[src/rtl/uart_rx_fifo.sv]
// Receive FIFO behind the UART receiver: edge-captured bytes, first-word-fall-through read side.
// Optional idle-timeout flag is compiled in when UART_RX_FIFO_TIMEOUT_EN is defined.
module uart_rx_fifo #(
  parameter int DEPTH          = 16,
  parameter int ADDR_W         = $clog2(DEPTH),
  parameter int TIMEOUT_CYCLES = 3480
) (
  input  logic              clk,
  input  logic              reset,
  input  logic [7:0]        rx_data,
  input  logic              rx_valid,
  output logic [7:0]        rd_data,
  output logic              rd_valid,
  input  logic              rd_ready,
  output logic [ADDR_W:0]   count,
  output logic              full,
  output logic              empty,
  output logic              overflow,
  input  logic              overflow_clr,
  output logic              timeout_irq,
  input  logic              timeout_clr
);

  logic [7:0]      mem_q [DEPTH];
  logic [ADDR_W:0] wr_ptr_q, wr_ptr_d;
  logic [ADDR_W:0] rd_ptr_q, rd_ptr_d;
  logic [ADDR_W:0] count_q, count_d;
  logic            rx_valid_q;
  logic            overflow_q, overflow_d;
  logic            push_req, push, pop, drop;

  assign empty    = (wr_ptr_q == rd_ptr_q);
  assign full     = (wr_ptr_q[ADDR_W] != rd_ptr_q[ADDR_W]) &&
                    (wr_ptr_q[ADDR_W-1:0] == rd_ptr_q[ADDR_W-1:0]);
  assign rd_valid = ~empty;
  assign rd_data  = empty ? 8'h00 : mem_q[rd_ptr_q[ADDR_W-1:0]];
  assign count    = count_q;
  assign overflow = overflow_q;

  // A full FIFO can still take a byte when the head leaves in the same cycle.
  assign push_req = rx_valid & ~rx_valid_q;
  assign pop      = rd_valid & rd_ready;
  assign push     = push_req & (~full | pop);
  assign drop     = push_req & full & ~pop;

  always_comb begin
    wr_ptr_d   = wr_ptr_q + (ADDR_W+1)'(push);
    rd_ptr_d   = rd_ptr_q + (ADDR_W+1)'(pop);
    count_d    = count_q;
    overflow_d = overflow_q;
    case ({push, pop})
      2'b10:   count_d = count_q + 1'b1;
      2'b01:   count_d = count_q - 1'b1;
      default: count_d = count_q;
    endcase
    if (drop)              overflow_d = 1'b1;
    else if (overflow_clr) overflow_d = 1'b0;
  end

  always_ff @(posedge clk) begin
    if (push) mem_q[wr_ptr_q[ADDR_W-1:0]] <= rx_data;
  end

  // Edge detector starts at 1 so a level already high out of reset is not taken as a new byte.
  always_ff @(posedge clk or posedge reset) begin
    if (reset) begin
      wr_ptr_q   <= '0;
      rd_ptr_q   <= '0;
      count_q    <= '0;
      overflow_q <= 1'b0;
      rx_valid_q <= 1'b1;
    end else begin
      wr_ptr_q   <= wr_ptr_d;
      rd_ptr_q   <= rd_ptr_d;
      count_q    <= count_d;
      overflow_q <= overflow_d;
      rx_valid_q <= rx_valid;
    end
  end

`ifdef UART_RX_FIFO_TIMEOUT_EN
  localparam logic [15:0] IdleMax = 16'(TIMEOUT_CYCLES - 1);

  logic [15:0] idle_q, idle_d;
  logic        timeout_q, timeout_d;
  logic        timeout_set;

  always_comb begin
    idle_d = idle_q;
    if (push || pop || empty) idle_d = '0;
    else if (idle_q != IdleMax) idle_d = idle_q + 16'd1;
    timeout_set = ~empty && (idle_d == IdleMax) && (idle_q != IdleMax);
    timeout_d   = timeout_q;
    if (timeout_set)               timeout_d = 1'b1;
    else if (timeout_clr || empty) timeout_d = 1'b0;
  end

  always_ff @(posedge clk or posedge reset) begin
    if (reset) begin
      idle_q    <= '0;
      timeout_q <= 1'b0;
    end else begin
      idle_q    <= idle_d;
      timeout_q <= timeout_d;
    end
  end

  assign timeout_irq = timeout_q;
`else
  logic unused_timeout;
  assign unused_timeout = timeout_clr | (TIMEOUT_CYCLES == 0);
  assign timeout_irq    = 1'b0;
`endif

endmodule

[config.mk]
export PLATFORM = sky130hd
export DESIGN_NAME = uart_rx_fifo
export DESIGN_NICKNAME = d
export VERILOG_FILES = /design/src/rtl/uart_rx_fifo.sv
export SDC_FILE = /design/constraint.sdc
export NUM_CORES = 1
export LEC_CHECK = 0
export CAP_MARGIN = 20
export CORE_MARGIN = 5
export CORE_UTILIZATION = 50
export CTS_CLUSTER_SIZE = 12
export DETAILED_ROUTE_END_ITERATION = 8
export MAX_ROUTING_LAYER = met4
export PLACE_DENSITY = 0.68
export RECOVER_POWER = 100
export SYNTH_ARGS = -nofsm -noshare
export SYNTH_HDL_FRONTEND = slang
export SYNTH_SLANG_ARGS = --single-unit
[constraint.sdc]
create_clock -name clk -period 3 [get_ports clk]
set_input_delay 0.6 -clock clk [delete_from_list [all_inputs] [get_ports clk]]
set_output_delay 0.6 -clock clk [all_outputs]
set_load 0.01 [all_outputs]
-- Yosys cells after proc, flatten, opt, wreduce, memory -nomap -nowiden
Memories as Yosys holds them, arrays and structs flattened.
Cells that the tools add are included.
W data, S select, Z words.
- input port bits: 14
- ROM bits: 0
- bits in writable memories: 128
- memories: 1
- logic and storage cells: 34
- flip-flop bits (word level): 17
- bits in latches: 0
- bitwise operators: 10
- equality and inequality tests: 5
- reductions and logical operators: 3
- $mul: 0
- shift operators: 0
- divide/modulo/power cells: 0
- multiplexer cells: 6
- order comparisons: 0
- add/sub/neg operators: 4
- memory list (name ; depth ; bits a word ; rd ports ; clocked after memory_dff ; write ports ; line ; RTL):
    mem_q ; 16 ; 8 ; 1 ; 0 ; 1 ; 24 ; logic [7:0] mem_q [DEPTH];
- operators by type and width (operator ; number):
    $add A5 B1 Y5 ; 2
    $pmux W5 S2 ; 1
    $mux W8 ; 1
    $add A5 B1 Y5 const B ; 1
    $and A1 B1 Y1 ; 5
    $eq A5 B5 Y1 ; 1
    $sub A5 B1 Y5 const B ; 1
    $eq A4 B4 Y1 ; 1
    $mux W1 ; 4
    $not A1 Y1 ; 4
    $reduce_bool A2 Y1 ; 2
    $eq A2 B1 Y1 const B ; 1
    $eq A2 B2 Y1 const B ; 1
    $logic_and A1 B1 Y1 ; 1
    $ne A1 B1 Y1 ; 1
    $or A1 B1 Y1 ; 1

-- Logic depth before layout (Yosys ltp)
- depth in word-level cells: 7
- depth in mapped cells: 12
- gate-level depth less buffers: 11

-- Worst setup path after synthesis
OpenSTA, ideal clock, no wires.
- kind: register -> register
- start: register wr_ptr_q[1]
- end: register count_q[4] (netlist: count[4])
- buffers on the path: 1
- path slack: 0.476 ns
- period minus slack after synthesis: 2.524 ns
- stages on the path, launching flop included: 12
- arrival time: 2.444 ns
- required time: 2.920 ns
- cells stage by stage: dfrtp_1 -> buf_2 -> xnor2_1 -> nand4_2 -> o31ai_4 -> ha_1 -> xor2_1 -> ha_1 -> a21oi_1 -> a21o_1 -> a32oi_1 -> xnor2_1
- word-level cells in the longest chain between the ends: 7
- elaborated cells between the ends (all ways): 12
- ends and longest elaborated chain (element ; line ; RTL):
    start: declaration ; 25 ; logic [ADDR_W:0] wr_ptr_q, wr_ptr_d;
    start signal: assignment ; 73 ; wr_ptr_q <= wr_ptr_d;
    $eq A5 B5 Y1 / $eq A4 B4 Y1 (equally long branches) ; 32, 34 ;
    $not A1 Y1 / $logic_and A1 B1 Y1 (equally long branches) ; 35, 33 ;
    $and A1 B1 Y1 / $not A1 Y1 (equally long branches) ; 42, 43 ;
    $or A1 B1 Y1 ; 43 ; assign push = push_req & (~full | pop);
    $and A1 B1 Y1 ; 43 ;
    $eq A2 B1 Y1 / $eq A2 B2 Y1 (equally long branches) ; 51 ; case ({push, pop})
    $pmux W5 S2 / $reduce_bool A2 Y1 (equally long branches) ; - ;
    end signal: assignment ; 75 ; count_q <= count_d;
    end: declaration ; 27 ; logic [ADDR_W:0] count_q, count_d;
Parallel ways exist; a longest one is shown, timed or not.
A chain may end at the register's enable or synchronous reset.

-- Final worst setup path
- start: register rd_ptr_q[0]
- end: output rd_data[4]
- word-level cells in the longest chain between the ends: 2
- elaborated cells between the ends (all ways): 3
- ends and longest elaborated chain (element ; line ; RTL):
    start: declaration ; 26 ; logic [ADDR_W:0] rd_ptr_q, rd_ptr_d;
    start signal: assignment ; 74 ; rd_ptr_q <= rd_ptr_d;
    $mem_v2 Z16 W8 / $eq A5 B5 Y1 (equally long branches) ; - ;
    $mux W8 * ; 36 ; assign rd_data = empty ? 8'h00 : mem_q[rd_ptr_q[ADDR_W-1:0]];
    end: declaration ; 12 ; output logic [7:0] rd_data,
Mark *: on every way between the ends. The rest lies on a longest branch, timed or not.

==> metrics.md <==
| Metric | Value |
|---|---|
| Hold Path End | `count[4]` |
| Die H | `119 µm` |
| Arr. time, crit path | `2.31 ns` |
| Initial drt markers | `roughly 270` |
| Final Max Tran Viols | `0` |
| DRT Wirelength | `around 12000 µm` |
| Setup Crit Path Kind | `flop to primary output` |
| Met2 WL post-DR | `5840 µm` |
| CTS tree | `built` |
| Vias in the first global route | `between 3000 and 4000` |
| Routability cong. | `~0.79` |
| Layout cells sized above 1 | `20.4%` |
| Critical-path cell with the highest stage delay | `mux4_1` |
| Max frequency | `~340 MHz` |
| Metal3 WL | `646 µm` |
| Slew margin rel. | `34.6%` |
| Ys Warns | `0` |
| Initial core utilization | `51.5%` |
| DR top layer | `met4` |
| CTS Root Cell | `clkbuf_16` |
| Hpwl dp | `approximately 7200 µm` |
| Hold WC Path Type | `flop to flop` |
| First-pass GRT wire length | `18400 µm` |
| Total Neg Setup Slack | `0 ns` |
| Leakage | `2.49 nW` |
| Hold_sp | `count[4]` |
| FF-to-FF setup slack | `0.30 ns` |
| Die ar. | `about 14000 µm²` |
| Detailed Routing Iterations Pass 1 | `4` |
| R2R depth | `10` |
| Worst path cell trace | `buf_12, buf_12, mux4_1, a22oi_1, a21oi_1, dlygate4sd2_1` |
| CP required | `2.40 ns` |
| Setup Skew | `0.00527 ns` |
| Final setup fails | `0` |
| Syn Std Cell Area | `5960 µm²` |
| IO Port Bufs | `29` |
| WHS | `0.484 ns` |
| FILL cells | `808` |
| Fraction of registers with async set/reset | `11.7%` |
| Register bit total from synthesis | `approximately 150` |
| Post-synth cell types | `40` |
| # clock sinks | `145` |
| Residual DRC | `0` |
| Worst-path clk slew | `around 0.060 ns` |
| M1 WL | `4980 µm` |
| I/O Pins | `32` |
| Biggest cell delay along the critical path | `~0.54 ns` |
| Status | `complete, no violations` |
| Grt total ovfl | `0` |
| Worst Setup SP | `rd_ptr_q[0]` |
| Tot GR Track Use | `a little under a fifth` |
| Syn nets | `between 300 and 400` |
| CTS Buffer Depth | `2` |
| # diodes | `0` |
| Core Rows | `39` |
| Pwr dens | `between 1000 and 1500 nW/µm²` |
| Via-to-Cell Ratio | `5.80` |
| Hold path cells | `1` |
| RSZ-0062 raised after global routing | `no` |
| Max_cap viols | `0` |
| Min Tclk post-route | `approximately 3 ns` |
| Commonest register cell after synthesis | `edfxtp_1` |
| Nets | `slightly below 400` |
| Fin. Hold Viols | `0` |
| Worst Setup End Kind | `primary output` |
| Most Frequent Cell on Critical Path | `buf_12` |
| Post-synth top area share | `64.5%` |
| Syn_area_per_cell | `19.4 µm²` |
| Post-route ant nets | `0` |
| Via count of the routed design | `3050` |
| Routed WL per cell | `22.1 µm` |
| Worst r2r src | `rd_ptr_q[0]` |
| Yosys top cell by area | `edfxtp_1` |
| Post-synth EDFFs | `128` |
| Largest net degree at the start of global routing | `33` |
| Skew-Pair Late Insertion Delay | `~0.42 ns` |
| Total CTS buffers | `17` |
| Cells taking the most area after synthesis | `edfxtp_1 (65%), mux4_2 (6.8%), dfrtp_1 (6.7%)` |
| Initial antenna violation count | `0` |
| H-tree levels | `4` |
| Slew of the pin with the lowest slew margin | `0.973 ns` |
| Worst vdd ir | `approximately 620 µV` |
| Crit path max fanout | `13` |
| CORE AREA | `11600 µm²` |
| Crit start category | `flop` |
| R2R Path End | `count[4]` |
| Die X | `119 µm` |
| Post-Synthesis Cells | `307` |
| Final period util | `97.1%` |
| Post-synthesis sequential area ratio | `71.7%` |
| Area grow syn2layout | `21.5%` |
-- report_power, final --
part           leakage (nW)  switching, W  internal (W)
combinational         0.806       0.00110       0.00115
clock                 0.328      0.000795       0.00164
sequential             1.35      0.000192       0.00241
-- worst max-delay path, delay by kind of cell (launching register included) --
kind            cells  cell delay [ns]
buf+inv             3             0.57
mux                 1             0.54
flops               1             0.43
compound gates      2             0.35
-- final cells by class --
class | count | area, µm² | area share, %
flip-flops and latches | 145 | 4270 | 59.0
multi-input cells | 136 | 1520 | 21.1
repair buffers | 62 | 543 | 7.50
clock buffers | 18 | 429 | 5.93
clock inverters | 14 | 260 | 3.60
well taps | 143 | 179 | 2.47
inverters | 8 | 30.0 | 0.415
-- state kept, by name, summed over array words and instances (netlist names) --
register	flops
mem_q	128
count	5
rd_ptr_q	5
wr_ptr_q	5
overflow	1
rx_valid_q	1
-- worst max-delay path by stage --
stage / to / cells past startpoint
after floorplan: count[4] / 11
after global placement: count[4] / 10
after detailed placement: count[4] / 10
after CTS: rd_data[0] / 6
after global routing: rd_data[0] / 6
final: rd_data[4] / 6
-- cells in the mapped netlist, types with 4 or more instances --
master and instances:
edfxtp_1 128, a21oi_1 10, a22oi_1 16, inv_1 8, nor4_1 4, dfrtp_1 16, ha_1 7, xor2_1 4
nand2_1 5, mux4_1 14, buf_6 5, nor2_1 6, nor3_1 12, buf_2 6, xnor2_1 13, nand2b_1 4
mux4_2 18
-- stage by stage --
step                      total power (W)  cells  worst slack, ns  cell area [µm²]  util [%]
after floorplan                   0.00406    307            0.476             5960         -
after detailed placement          0.00489    488            0.227             6540      56.6
final                             0.00729    526           0.0856             7240      62.6
after CTS                         0.00738    525           0.0324             7320      63.3
after global placement            0.00483    488            0.255             6540      56.6
after global routing              0.00763    526          0.00758             7240      62.6
-- cell families after synthesis --
logic type      count (synthesis)  share of synthesized area, %
other cells                     1                        0.0630
buf+inv                        26                          2.79
compound gates                 34                          4.10
fa+ha+maj                       7                          1.47
flops                         145                          71.7
xor+xnor                       17                          2.50
mux                            33                          13.2
simple gates                   44                          4.22
-- routing by layer --
| layer | GRT usage (%) | vias up |
|---|---|---|
| met4 | 6.66 | 0 |
| li1 | - | 1378 |
| met1 | 23.3 | 1562 |
| met5 | - | - |
| met3 | 6.16 | 14 |
| met2 | 27.8 | 96 |
-- placed cells by master (no fill, tap or decap), types with 2 or more instances in the layout --
cell type	synthesis	layout
a21oi_1	10	10
a22oi_1	16	12
a22oi_2	0	4
buf_12	0	4
buf_4	3	8
buf_6	5	2
bufinv_16	0	7
clkbuf_1	0	15
clkbuf_16	0	17
clkbuf_2	2	4
clkdlybuf4s50_1	0	4
clkinv_4	0	2
clkinvlp_4	0	2
dfrtp_1	16	15
dlygate4sd2_1	0	8
dlygate4sd3_1	0	17
edfxtp_1	128	128
ha_1	7	7
inv_1	8	8
mux4_1	14	13
mux4_2	18	19
nand2_1	5	5
nand2b_1	4	4
nand3_1	3	3
nor2_1	6	6
nor2b_1	3	3
nor3_1	12	13
nor4_1	4	2
nor4_2	0	2
o22ai_1	2	2
xnor2_1	13	13
xor2_1	4	4
-- timing repair --
action,in CTS,in global routing
gates cloned,1,0
setup buffers,4,1
endpoints found under the setup margin,8,4
gates resized for setup,14,4
hold buffers,0,0
Note: power is estimated with default switching activity, not from simulation.
